[src/rtl/washer_pkg.sv]
// rtl/washer_pkg.sv - phase encoding and configuration field codes for the washer sequencer
package washer_pkg;

  typedef enum logic [2:0] {
    PH_IDLE  = 3'd0,
    PH_WASH  = 3'd1,
    PH_RINSE = 3'd2,
    PH_SPIN  = 3'd3,
    PH_DONE  = 3'd4
  } phase_e;

  localparam logic [1:0] FLD_WASH  = 2'b00;
  localparam logic [1:0] FLD_RINSE = 2'b01;
  localparam logic [1:0] FLD_SPIN  = 2'b10;
  localparam logic [1:0] FLD_CLOTH = 2'b11;

endpackage

[src/rtl/washer_sequencer_if.sv]
// rtl/washer_sequencer_if.sv - config/control/status bundle; pause exists only with WASHER_PAUSE_EN
interface washer_sequencer_if #(
  parameter int NUM_CH = 2,
  parameter int W      = 5
);
  localparam int CHW = (NUM_CH > 1) ? $clog2(NUM_CH) : 1;

  logic                cfg_we;
  logic [CHW-1:0]      cfg_ch;
  logic [1:0]          cfg_field;
  logic [W-1:0]        cfg_data;
  logic [NUM_CH-1:0]   start;
  logic [NUM_CH-1:0]   abort;
`ifdef WASHER_PAUSE_EN
  logic [NUM_CH-1:0]   pause;
`endif
  logic [3*NUM_CH-1:0] phase;
  logic [W*NUM_CH-1:0] remaining;
  logic [NUM_CH-1:0]   busy;
  logic [NUM_CH-1:0]   done_pulse;
  logic                cfg_err;

  modport master (
`ifdef WASHER_PAUSE_EN
    output pause,
`endif
    output cfg_we, cfg_ch, cfg_field, cfg_data, start, abort,
    input  phase, remaining, busy, done_pulse, cfg_err
  );

  modport slave (
`ifdef WASHER_PAUSE_EN
    input  pause,
`endif
    input  cfg_we, cfg_ch, cfg_field, cfg_data, start, abort,
    output phase, remaining, busy, done_pulse, cfg_err
  );
endinterface

[src/rtl/washer_channel.sv]
// rtl/washer_channel.sv - one washing channel: shadow config, run snapshot, phase FSM and timer
module washer_channel
  import washer_pkg::*;
#(
  parameter int W = 5
) (
  input  logic         clk,
  input  logic         rst_n,
  input  logic         wr_en,
  input  logic [1:0]   wr_field,
  input  logic [W-1:0] wr_data,
  input  logic         start,
  input  logic         abort,
  input  logic         pause,
  output logic [2:0]   phase,
  output logic [W-1:0] remaining,
  output logic         busy,
  output logic         done_pulse
);
  logic [W-1:0] sh_wash, sh_rinse, sh_spin, sh_cloth;
  logic [W-1:0] wk_rinse, wk_spin;
  logic [W:0]   wash_sum;
  logic [W-1:0] wash_eff, start_len, adv_len;
  phase_e       state, start_ph, adv_ph;

  assign phase    = state;
  assign wash_sum = {1'b0, sh_wash} + {1'b0, sh_cloth};
  assign wash_eff = wash_sum[W] ? '1 : wash_sum[W-1:0];

  always_ff @(posedge clk or negedge rst_n) begin
    if (!rst_n) begin
      sh_wash  <= '0;
      sh_rinse <= '0;
      sh_spin  <= '0;
      sh_cloth <= '0;
    end else if (wr_en) begin
      case (wr_field)
        FLD_WASH:  sh_wash  <= wr_data;
        FLD_RINSE: sh_rinse <= wr_data;
        FLD_SPIN:  sh_spin  <= wr_data;
        default:   sh_cloth <= wr_data;
      endcase
    end
  end

  // Later checks win, so the earliest nonzero phase is the one selected.
  always_comb begin
    start_ph  = PH_DONE;
    start_len = '0;
    if (sh_spin != '0)  begin start_ph = PH_SPIN;  start_len = sh_spin;  end
    if (sh_rinse != '0) begin start_ph = PH_RINSE; start_len = sh_rinse; end
    if (wash_eff != '0) begin start_ph = PH_WASH;  start_len = wash_eff; end
    adv_ph  = PH_DONE;
    adv_len = '0;
    if ((state == PH_WASH || state == PH_RINSE) && wk_spin != '0) begin
      adv_ph  = PH_SPIN;
      adv_len = wk_spin;
    end
    if (state == PH_WASH && wk_rinse != '0) begin
      adv_ph  = PH_RINSE;
      adv_len = wk_rinse;
    end
  end

  always_ff @(posedge clk or negedge rst_n) begin
    if (!rst_n) begin
      state      <= PH_IDLE;
      remaining  <= '0;
      busy       <= 1'b0;
      done_pulse <= 1'b0;
      wk_rinse   <= '0;
      wk_spin    <= '0;
    end else begin
      done_pulse <= 1'b0;
      if (abort) begin
        state     <= PH_IDLE;
        remaining <= '0;
        busy      <= 1'b0;
      end else if (pause && state != PH_DONE) begin
        state <= state;
      end else begin
        case (state)
          PH_IDLE: if (start) begin
            wk_rinse   <= sh_rinse;
            wk_spin    <= sh_spin;
            state      <= start_ph;
            remaining  <= start_len;
            busy       <= (start_ph != PH_DONE);
            done_pulse <= (start_ph == PH_DONE);
          end
          PH_WASH, PH_RINSE, PH_SPIN: begin
            if (remaining <= W'(1)) begin
              state      <= adv_ph;
              remaining  <= adv_len;
              busy       <= (adv_ph != PH_DONE);
              done_pulse <= (adv_ph == PH_DONE);
            end else begin
              remaining <= remaining - W'(1);
            end
          end
          default: begin
            state     <= PH_IDLE;
            remaining <= '0;
            busy      <= 1'b0;
          end
        endcase
      end
    end
  end
endmodule

[src/rtl/washer_sequencer.sv]
// rtl/washer_sequencer.sv - multi-channel washer sequencer top; WASHER_PAUSE_EN adds per-channel pause
module washer_sequencer
  import washer_pkg::*;
#(
  parameter int NUM_CH    = 2,
  parameter int W         = 5,
  parameter int CLOTH_MAX = 3
) (
  input logic          clk,
  input logic          rst_n,
  washer_sequencer_if.slave bus
);
  logic wr_ok;

  assign wr_ok = bus.cfg_we && (int'(bus.cfg_ch) < NUM_CH) &&
                 !(bus.cfg_field == FLD_CLOTH && int'(bus.cfg_data) > CLOTH_MAX);

  always_ff @(posedge clk or negedge rst_n) begin
    if (!rst_n) bus.cfg_err <= 1'b0;
    else        bus.cfg_err <= bus.cfg_we && !wr_ok;
  end

  for (genvar i = 0; i < NUM_CH; i++) begin : g_ch
    logic ch_pause;
`ifdef WASHER_PAUSE_EN
    assign ch_pause = bus.pause[i];
`else
    assign ch_pause = 1'b0;
`endif
    washer_channel #(.W(W)) u_ch (
      .clk        (clk),
      .rst_n      (rst_n),
      .wr_en      (wr_ok && (int'(bus.cfg_ch) == i)),
      .wr_field   (bus.cfg_field),
      .wr_data    (bus.cfg_data),
      .start      (bus.start[i]),
      .abort      (bus.abort[i]),
      .pause      (ch_pause),
      .phase      (bus.phase[3*i +: 3]),
      .remaining  (bus.remaining[W*i +: W]),
      .busy       (bus.busy[i]),
      .done_pulse (bus.done_pulse[i])
    );
  end
endmodule
[src/flat_wrapper.sv]
// flat-port wrapper written by rule: the top's interface ports become plain ports
module washer_sequencer_flat import washer_pkg::*;
#(
  parameter int NUM_CH    = 2,
  parameter int W         = 5,
  parameter int CLOTH_MAX = 3
)
  (clk, rst_n, bus_cfg_we, bus_cfg_ch, bus_cfg_field, bus_cfg_data, bus_start, bus_abort, bus_phase, bus_remaining, bus_busy, bus_done_pulse, bus_cfg_err);
  washer_sequencer_if #(.NUM_CH(NUM_CH), .W(W)) bus_i ();
  input logic clk;
  input logic rst_n;
  input wire logic [$bits(bus_i.cfg_we)-1:0] bus_cfg_we;
  input wire logic [$bits(bus_i.cfg_ch)-1:0] bus_cfg_ch;
  input wire logic [$bits(bus_i.cfg_field)-1:0] bus_cfg_field;
  input wire logic [$bits(bus_i.cfg_data)-1:0] bus_cfg_data;
  input wire logic [$bits(bus_i.start)-1:0] bus_start;
  input wire logic [$bits(bus_i.abort)-1:0] bus_abort;
  output wire logic [$bits(bus_i.phase)-1:0] bus_phase;
  output wire logic [$bits(bus_i.remaining)-1:0] bus_remaining;
  output wire logic [$bits(bus_i.busy)-1:0] bus_busy;
  output wire logic [$bits(bus_i.done_pulse)-1:0] bus_done_pulse;
  output wire logic [$bits(bus_i.cfg_err)-1:0] bus_cfg_err;
  assign bus_i.cfg_we = bus_cfg_we;
  assign bus_i.cfg_ch = bus_cfg_ch;
  assign bus_i.cfg_field = bus_cfg_field;
  assign bus_i.cfg_data = bus_cfg_data;
  assign bus_i.start = bus_start;
  assign bus_i.abort = bus_abort;
  assign bus_phase = bus_i.phase;
  assign bus_remaining = bus_i.remaining;
  assign bus_busy = bus_i.busy;
  assign bus_done_pulse = bus_i.done_pulse;
  assign bus_cfg_err = bus_i.cfg_err;
  washer_sequencer #(.NUM_CH(NUM_CH), .W(W), .CLOTH_MAX(CLOTH_MAX)) u_core (.clk(clk), .rst_n(rst_n), .bus(bus_i));
endmodule
[config.mk]
export PLATFORM = sky130hd
export DESIGN_NAME = washer_sequencer_flat
export DESIGN_NICKNAME = d
export VERILOG_FILES = /design/src/rtl/washer_pkg.sv /design/src/rtl/washer_sequencer_if.sv /design/src/rtl/washer_channel.sv /design/src/rtl/washer_sequencer.sv /design/src/flat_wrapper.sv
export SDC_FILE = /design/constraint.sdc
export NUM_CORES = 1
export LEC_CHECK = 0
export ABC_AREA = 1
export CAP_MARGIN = 20
export CORE_MARGIN = 5
export CORE_UTILIZATION = 64
export CTS_BUF_LIST = sky130_fd_sc_hd__clkbuf_16
export DETAILED_ROUTE_END_ITERATION = 12
export PLACE_DENSITY = 0.86
export SYNTH_ARGS = -nofsm -noshare
export SYNTH_HDL_FRONTEND = slang
export SYNTH_SLANG_ARGS = --single-unit
[constraint.sdc]
create_clock -name clk -period 4.7 [get_ports clk]
set_input_delay 0.47 -clock clk [delete_from_list [all_inputs] [get_ports clk]]
set_output_delay 0.47 -clock clk [all_outputs]
set_load 0.02 [all_outputs]
Word-level counts from Yosys, hierarchy flattened

Index checks and enable logic that the tools add are counted.
Widths: inputs -> output; s select.

Logic and storage cells: 148
RAM bits: 0
Latch bits: 0
Memories: 0
Register bits: 81
Memory bits (read-only): 0
Output and inout port bits: 21
Bits of input ports: 15

Div/mod/pow operators: 0
Reduce and logical (&&, ||, !) cells: 41
$mul: 0
Multiplexer cells: 54
Shift operators: 0
Bitwise operators: 4
Equality and inequality tests: 21
Add/subtract/negate cells: 4
Magnitude comparators: 3

Operators by type and width:

| cell                | count |
|---|---|
| $mux 5              | 18 |
| $reduce_bool 5->1   | 10 |
| $mux 3              | 16 |
| $ne 3x3->1 const B  | 8 |
| $pmux 5 s2          | 2 |
| $reduce_and 2->1    | 10 |
| $add 5x5->6         | 2 |
| $eq 3x2->1 const B  | 4 |
| $eq 3x3->1 const B  | 4 |
| $mux 1              | 12 |
| $pmux 3 s2          | 2 |
| $le 5x1->1 const B  | 2 |
| $sub 5x1->5 const B | 2 |
| $logic_and 1x1->1   | 9 |
| $reduce_or 3->1     | 3 |
| $pmux 1 s2          | 4 |
| $eq 3x1->1 const B  | 2 |
| $logic_not 3->1     | 2 |
| $reduce_and 3->1    | 2 |
| $gt 5x2->1 const B  | 1 |
| $eq 2x2->1 const B  | 2 |
| $not 1->1           | 4 |
| $eq 2x1->1 const B  | 1 |
| $logic_not 1->1     | 2 |
| other kinds (2)     | 3 |

Longest topological paths before layout

Depth after elaboration: 9
Mapped depth: 14
Depth with buffers taken out: 14

By module

A second synthesis with hierarchy kept.

Cell total of the unflattened synthesis: 652
Area, all modules: 4,874.7 um^2

Modules (own cells, without submodules):

| module                               | instances | cells an instance | seq. area each (um^2) | area an instance (um^2) |
|---|---|---|---|---|
| washer_channel (u_core.g_ch[0].u_ch) | 1         | 324               | 1,001.0               | 2,433.6 |
| washer_channel (u_core.g_ch[1].u_ch) | 1         | 314               | 1,001.0               | 2,362.3 |
| washer_sequencer                     | 1         | 14                | 25.0                  | 78.8 |

Least setup slack after synthesis

Ideal clock, no wire load.

Path type: flip-flop to flip-flop
Start: register u_core.g_ch[1].u_ch.sh_wash[0]
End: register u_core.g_ch[1].u_ch.busy
Stages on the path, launching flop included: 11
Period minus slack after synthesis: 2.032 ns
Path buffers: 0
Slack: 2.668 ns
Library setup time: 0.118 ns
Data arrival time: 1.914 ns
Data required time: 4.582 ns
Cells stage by stage: dfrtp_1 ha_1 fa_1 xor2_1 nand2b_1 nor2_4 nand2_2 nor2_2 nand2_1 nand3_1 nand2_1

Longest elaborated chain between the ends: 8

RTL lines:

| item                     | RTL line             | RTL |
|---|---|---|
| start: declaration       | washer_channel.sv:20 | `logic [W-1:0] sh_wash, sh_rinse, sh_spin, sh_cloth;` |
| start signal: assignment | washer_channel.sv:38 | `FLD_WASH: sh_wash <= wr_data;` |
| $add 5x5->6              | washer_channel.sv:27 | `assign wash_sum = {1'b0, sh_wash} + {1'b0, sh_cloth};` |
| $mux 5                   | washer_channel.sv:28 | `assign wash_eff = wash_sum[W] ? '1 : wash_sum[W-1:0];` |
| $reduce_bool 5->1        | washer_channel.sv:52 | `if (wash_eff != '0) begin start_ph = PH_WASH; start_len = wash_eff; end` |
| $mux 3                   | washer_channel.sv:52 |  |
| $ne 3x3->1               | washer_channel.sv:88 | `busy <= (start_ph != PH_DONE);` |
| $mux 1                   | washer_channel.sv:83 | `PH_IDLE: if (start) begin` |
| $pmux 1 s2               | washer_channel.sv:82 | `case (state)` |
| $mux 1                   | washer_channel.sv:75 | `if (abort) begin` |
| end signal: assignment   | washer_channel.sv:88 |  |
| end signal: assignment   | washer_channel.sv:95 | `busy <= (adv_ph != PH_DONE);` |
| end: declaration         | washer_channel.sv:17 | `output logic busy,` |

No other way between the ends. The select of a mux whose other input is x is not followed.
A chain may end at the register's enable or synchronous reset.

Worst setup path after layout

Ends and elaborated chain as after synthesis.

==> impl_results.md <==
* Endpoint kind of the worst setup timing path: flop
* Maximum number of buffers from clock root to sink at 2
* Total area of sequential cells at 2030 sq um
* Max incr delay on CP at 0.48 ns
* Starting density of the core at 0.657
* Port bufs at 35
* Clk_skew at 0.00574 ns
* Post-synth top area share at 0.425
* CTS H-Tree Depth at 3
* Worst-case setup margin in the final layout at 2.45 ns
* Top cells by area in the synthesized netlist: sky130_fd_sc_hd__dfrtp_1, sky130_fd_sc_hd__nand2_1, sky130_fd_sc_hd__o21ai_0
* Filler cells at 558
* Syn Inst Count at 642
* Total of endpoints with negative setup slack in the final report at 0
* Die Area at 9270 sq um
* Clock Sink Count at 81
* Number of cell rows at 31
* Number of search-and-repair iterations in the first detailed-routing pass at 5
* Setup repair after global routing missed its margin: no
* Dominant delay contributor by cell family on the critical path: simple AND/OR/NAND/NOR gates
* Cell-by-cell listing of the critical path: ha_1, fa_1, xor2_1, nand2b_1, nor2_4, nand2_2, nor2_2, nand2_1, nand3_1, nand2_1
* Run status: finished, final reports clean
* Total routing resource utilization after global routing at 0.250
* Number of nets in the layout at 714
* Register clock-pin slew on the reported worst setup and hold paths at 0.06 ns
* DR vias/cell at 5.50
* Die Ht at 96.3 um
* Vias in the first global route at 4150
* Worst Setup Start Kind: flop
* Per-instance average area after synthesis at 7.43 sq um
* RD Place Congestion at 0.899
* Max-cap violations at 0
* First-pass GRT wire length at 18000 um
* Count of boundary I/O pins at 36
* Share of the yosys chip area belonging to registers at 0.425
* Total power divided by cell area at 587 nW/um^2
* Top cells by instance count after synthesis: sky130_fd_sc_hd__nand2_1, sky130_fd_sc_hd__dfrtp_1, sky130_fd_sc_hd__inv_1, sky130_fd_sc_hd__o21ai_0, sky130_fd_sc_hd__nand3_1
* Post-synth EDFFs at 0
* Clock Root Buffer: sky130_fd_sc_hd__clkbuf_16
* Remaining antenna violation count at 0
* Synth Flop Type: sky130_fd_sc_hd__dfrtp_1
* Remaining DRCs at 0
* Multi-input logic area at 2390 sq um
* Number of buffer and inverter stages on the critical path at 0
* Die Span X at 96.3 um
* Slew HR at 0.599
* Reg2reg path depth at 10
* Most common cell in the netlist: sky130_fd_sc_hd__nand2_1
* Number of nets produced by synthesis at 673
* Unique cell type count in the Yosys netlist at 33
* Worst hold margin at 0.0801 ns
* CP Depth at 10
* Share of cells above drive strength 1 at 0.0741
* Synth-to-Final Area Change at 15.7%
* CTS tree: done
* Final Total Pwr at 3.24 mW
* Std-Cell Core Area at 7250 sq um
* Starting DRT DRC Count at 242
* Fmax at 0.444 GHz
* Worst-margin pin slew at 0.600 ns
* Data required, critical path at 4.92 ns
* Largest area contributor in the netlist: sky130_fd_sc_hd__dfrtp_1
* Routed length per instance at 13.5 um
* Leakage power summed over all cells at 2.85 nW
* Arrival @ worst endpoint at 2.47 ns
* Maximum vdd ir drop at 259 uV
* Vias after detailed routing at 4326
* Period utilisation layout at 0.480
* Post-place setup slack at 2.49 ns
* PostCTS Resize Cnt at 0
* Synthesized area at 4770 sq um
* CP most frequent cell: sky130_fd_sc_hd__nand2_1
* Pin count of the biggest net entering global routing at 82
* Inserted Diodes at 0
* HPWL after DPL at 7580 um
* Total congestion overflow after global routing at 0
* Count of final hold-check violations at 0
* Detailed Route WL at 10700 um
* Flip-flop and latch count after synthesis at 81
* Final count of pins violating max slew at 0
* Critical-path maximum fanout at 6
* Total clock buffers created by CTS at 9
* Post-Route Setup TNS at 0 ns
* Path type of the worst min-delay path: in2async
* Slowest cell on crit path: sky130_fd_sc_hd__fa_1
* Minimum clock period after layout at 2.25 ns
* Clock latency on the worst-skew pair at 0.33 ns
* Critical setup path kind: reg2reg
* Count of synthesis-stage warnings from yosys at 0
* Post-CTS setup-driven buffer insertion count at 0
* Async set-reset flop share out of synthesis at 1.00
* Register-to-register setup slack at 2.45 ns
* Hold buffer count at cts at 0
* Number of antenna violations at the first check in global routing at 0
[where the power goes]
| group | switching, mW | total (mW) | internal (mW) |
|---|---|---|---|
| combinational | 0.929 | 1.48 | 0.551 |
| clock | 0.268 | 0.673 | 0.405 |
| sequential | 0.190 | 1.09 | 0.897 |
[layout by cell type (no fill, tap or decap), types with 3 or more instances in the layout]
cell | netlist | layout
sky130_fd_sc_hd__inv_1 | 81 | 82
sky130_fd_sc_hd__mux2_2 | 4 | 4
sky130_fd_sc_hd__nor3_1 | 9 | 9
sky130_fd_sc_hd__a31oi_1 | 4 | 4
sky130_fd_sc_hd__or2_1 | 3 | 3
sky130_fd_sc_hd__o21ai_0 | 65 | 65
sky130_fd_sc_hd__clkdlybuf4s50_1 | 0 | 34
sky130_fd_sc_hd__nor2_2 | 3 | 3
sky130_fd_sc_hd__nand2_2 | 4 | 4
sky130_fd_sc_hd__nor3_2 | 3 | 3
sky130_fd_sc_hd__clkbuf_16 | 0 | 9
sky130_fd_sc_hd__nand3_1 | 52 | 52
sky130_fd_sc_hd__ha_1 | 14 | 14
sky130_fd_sc_hd__nor2_4 | 5 | 5
sky130_fd_sc_hd__nor2_1 | 45 | 45
sky130_fd_sc_hd__xor2_1 | 5 | 5
sky130_fd_sc_hd__a21oi_1 | 21 | 21
sky130_fd_sc_hd__nand2_1 | 209 | 209
sky130_fd_sc_hd__nand3_2 | 8 | 8
sky130_fd_sc_hd__dfrtp_1 | 81 | 81
[registers in the layout, indices dropped and copies added (netlist names)]
| signal | flops |
|---|---|
| u_core.g_ch.u_ch.sh_wash | 10 |
| u_core.g_ch.u_ch.done_pulse | 2 |
| u_core.g_ch.u_ch.phase | 6 |
| u_core.bus.cfg_err | 1 |
| u_core.g_ch.u_ch.wk_rinse | 10 |
| u_core.g_ch.u_ch.sh_spin | 10 |
| u_core.g_ch.u_ch.remaining | 10 |
| u_core.g_ch.u_ch.busy | 2 |
| u_core.g_ch.u_ch.wk_spin | 10 |
| u_core.g_ch.u_ch.sh_cloth | 10 |
| u_core.g_ch.u_ch.sh_rinse | 10 |
[metal layers]
layer	GRT usage	part of all wire
met3	0.0453	0.062
met2	0.418	0.49
met1	0.325	0.44
met5	0	0
met4	0.0876	0.015
[through the flow]
stage / cells / cell area, sq um / utilization
finish: 787 / 5520 / 0.761
floorplan: 642 / 4770 / -
global route: 787 / 5520 / 0.761
CTS: 786 / 5490 / 0.757
detailed placement: 770 / 5200 / 0.717
global placement: 770 / 5200 / 0.717
[path summary, 6_finish.rpt]
check,end,startpoint
min,u_core.g_ch[0].u_ch.remaining[3],rst_n
min in group clk,u_core.g_ch[1].u_ch.sh_cloth[4],u_core.g_ch[1].u_ch.sh_cloth[4]
max reg2reg,u_core.g_ch[1].u_ch.busy,u_core.g_ch[1].u_ch.sh_wash[0]
max,u_core.g_ch[1].u_ch.busy,u_core.g_ch[1].u_ch.sh_wash[0]
max in group asynchronous,u_core.g_ch[1].u_ch.sh_rinse[4],rst_n
min reg2reg,u_core.g_ch[1].u_ch.sh_cloth[4],u_core.g_ch[1].u_ch.sh_cloth[4]
[worst reg2reg max path, stage by stage, from the launching register on]
cell and delay [ns]:
sky130_fd_sc_hd__dfrtp_1 0.38, sky130_fd_sc_hd__ha_1 0.28, sky130_fd_sc_hd__fa_1 0.48, sky130_fd_sc_hd__xor2_1 0.19, sky130_fd_sc_hd__nand2b_1 0.21, sky130_fd_sc_hd__nor2_4 0.20, sky130_fd_sc_hd__nand2_2 0.11, sky130_fd_sc_hd__nor2_2 0.10
sky130_fd_sc_hd__nand2_1 0.06, sky130_fd_sc_hd__nand3_1 0.08, sky130_fd_sc_hd__nand2_1 0.05
[cell families (layout without fill, tap and decap cells)]
| logic type | after synthesis | count (layout) | synth area share |
|---|---|---|---|
| AOI/OAI and AO/OA | 97 | 97 | 0.112 |
| xor gates and xnor gates | 5 | 5 | 0.00919 |
| adders and majority gates | 16 | 16 | 0.0451 |
| buffers and inverters | 90 | 136 | 0.0740 |
| DFF | 81 | 81 | 0.425 |
| muxes | 4 | 4 | 0.00945 |
| and+or+nand+nor | 349 | 349 | 0.325 |
[cell type report]
cell class	count	share of cell area
tap	99	0.0225
clock inverter	7	0.0113
multi-input combinational	471	0.433
timing repair buffer	36	0.0680
inverter	84	0.0572
sequential	81	0.367
clock buffer	9	0.0408
Power figures use the tool's default switching activity.
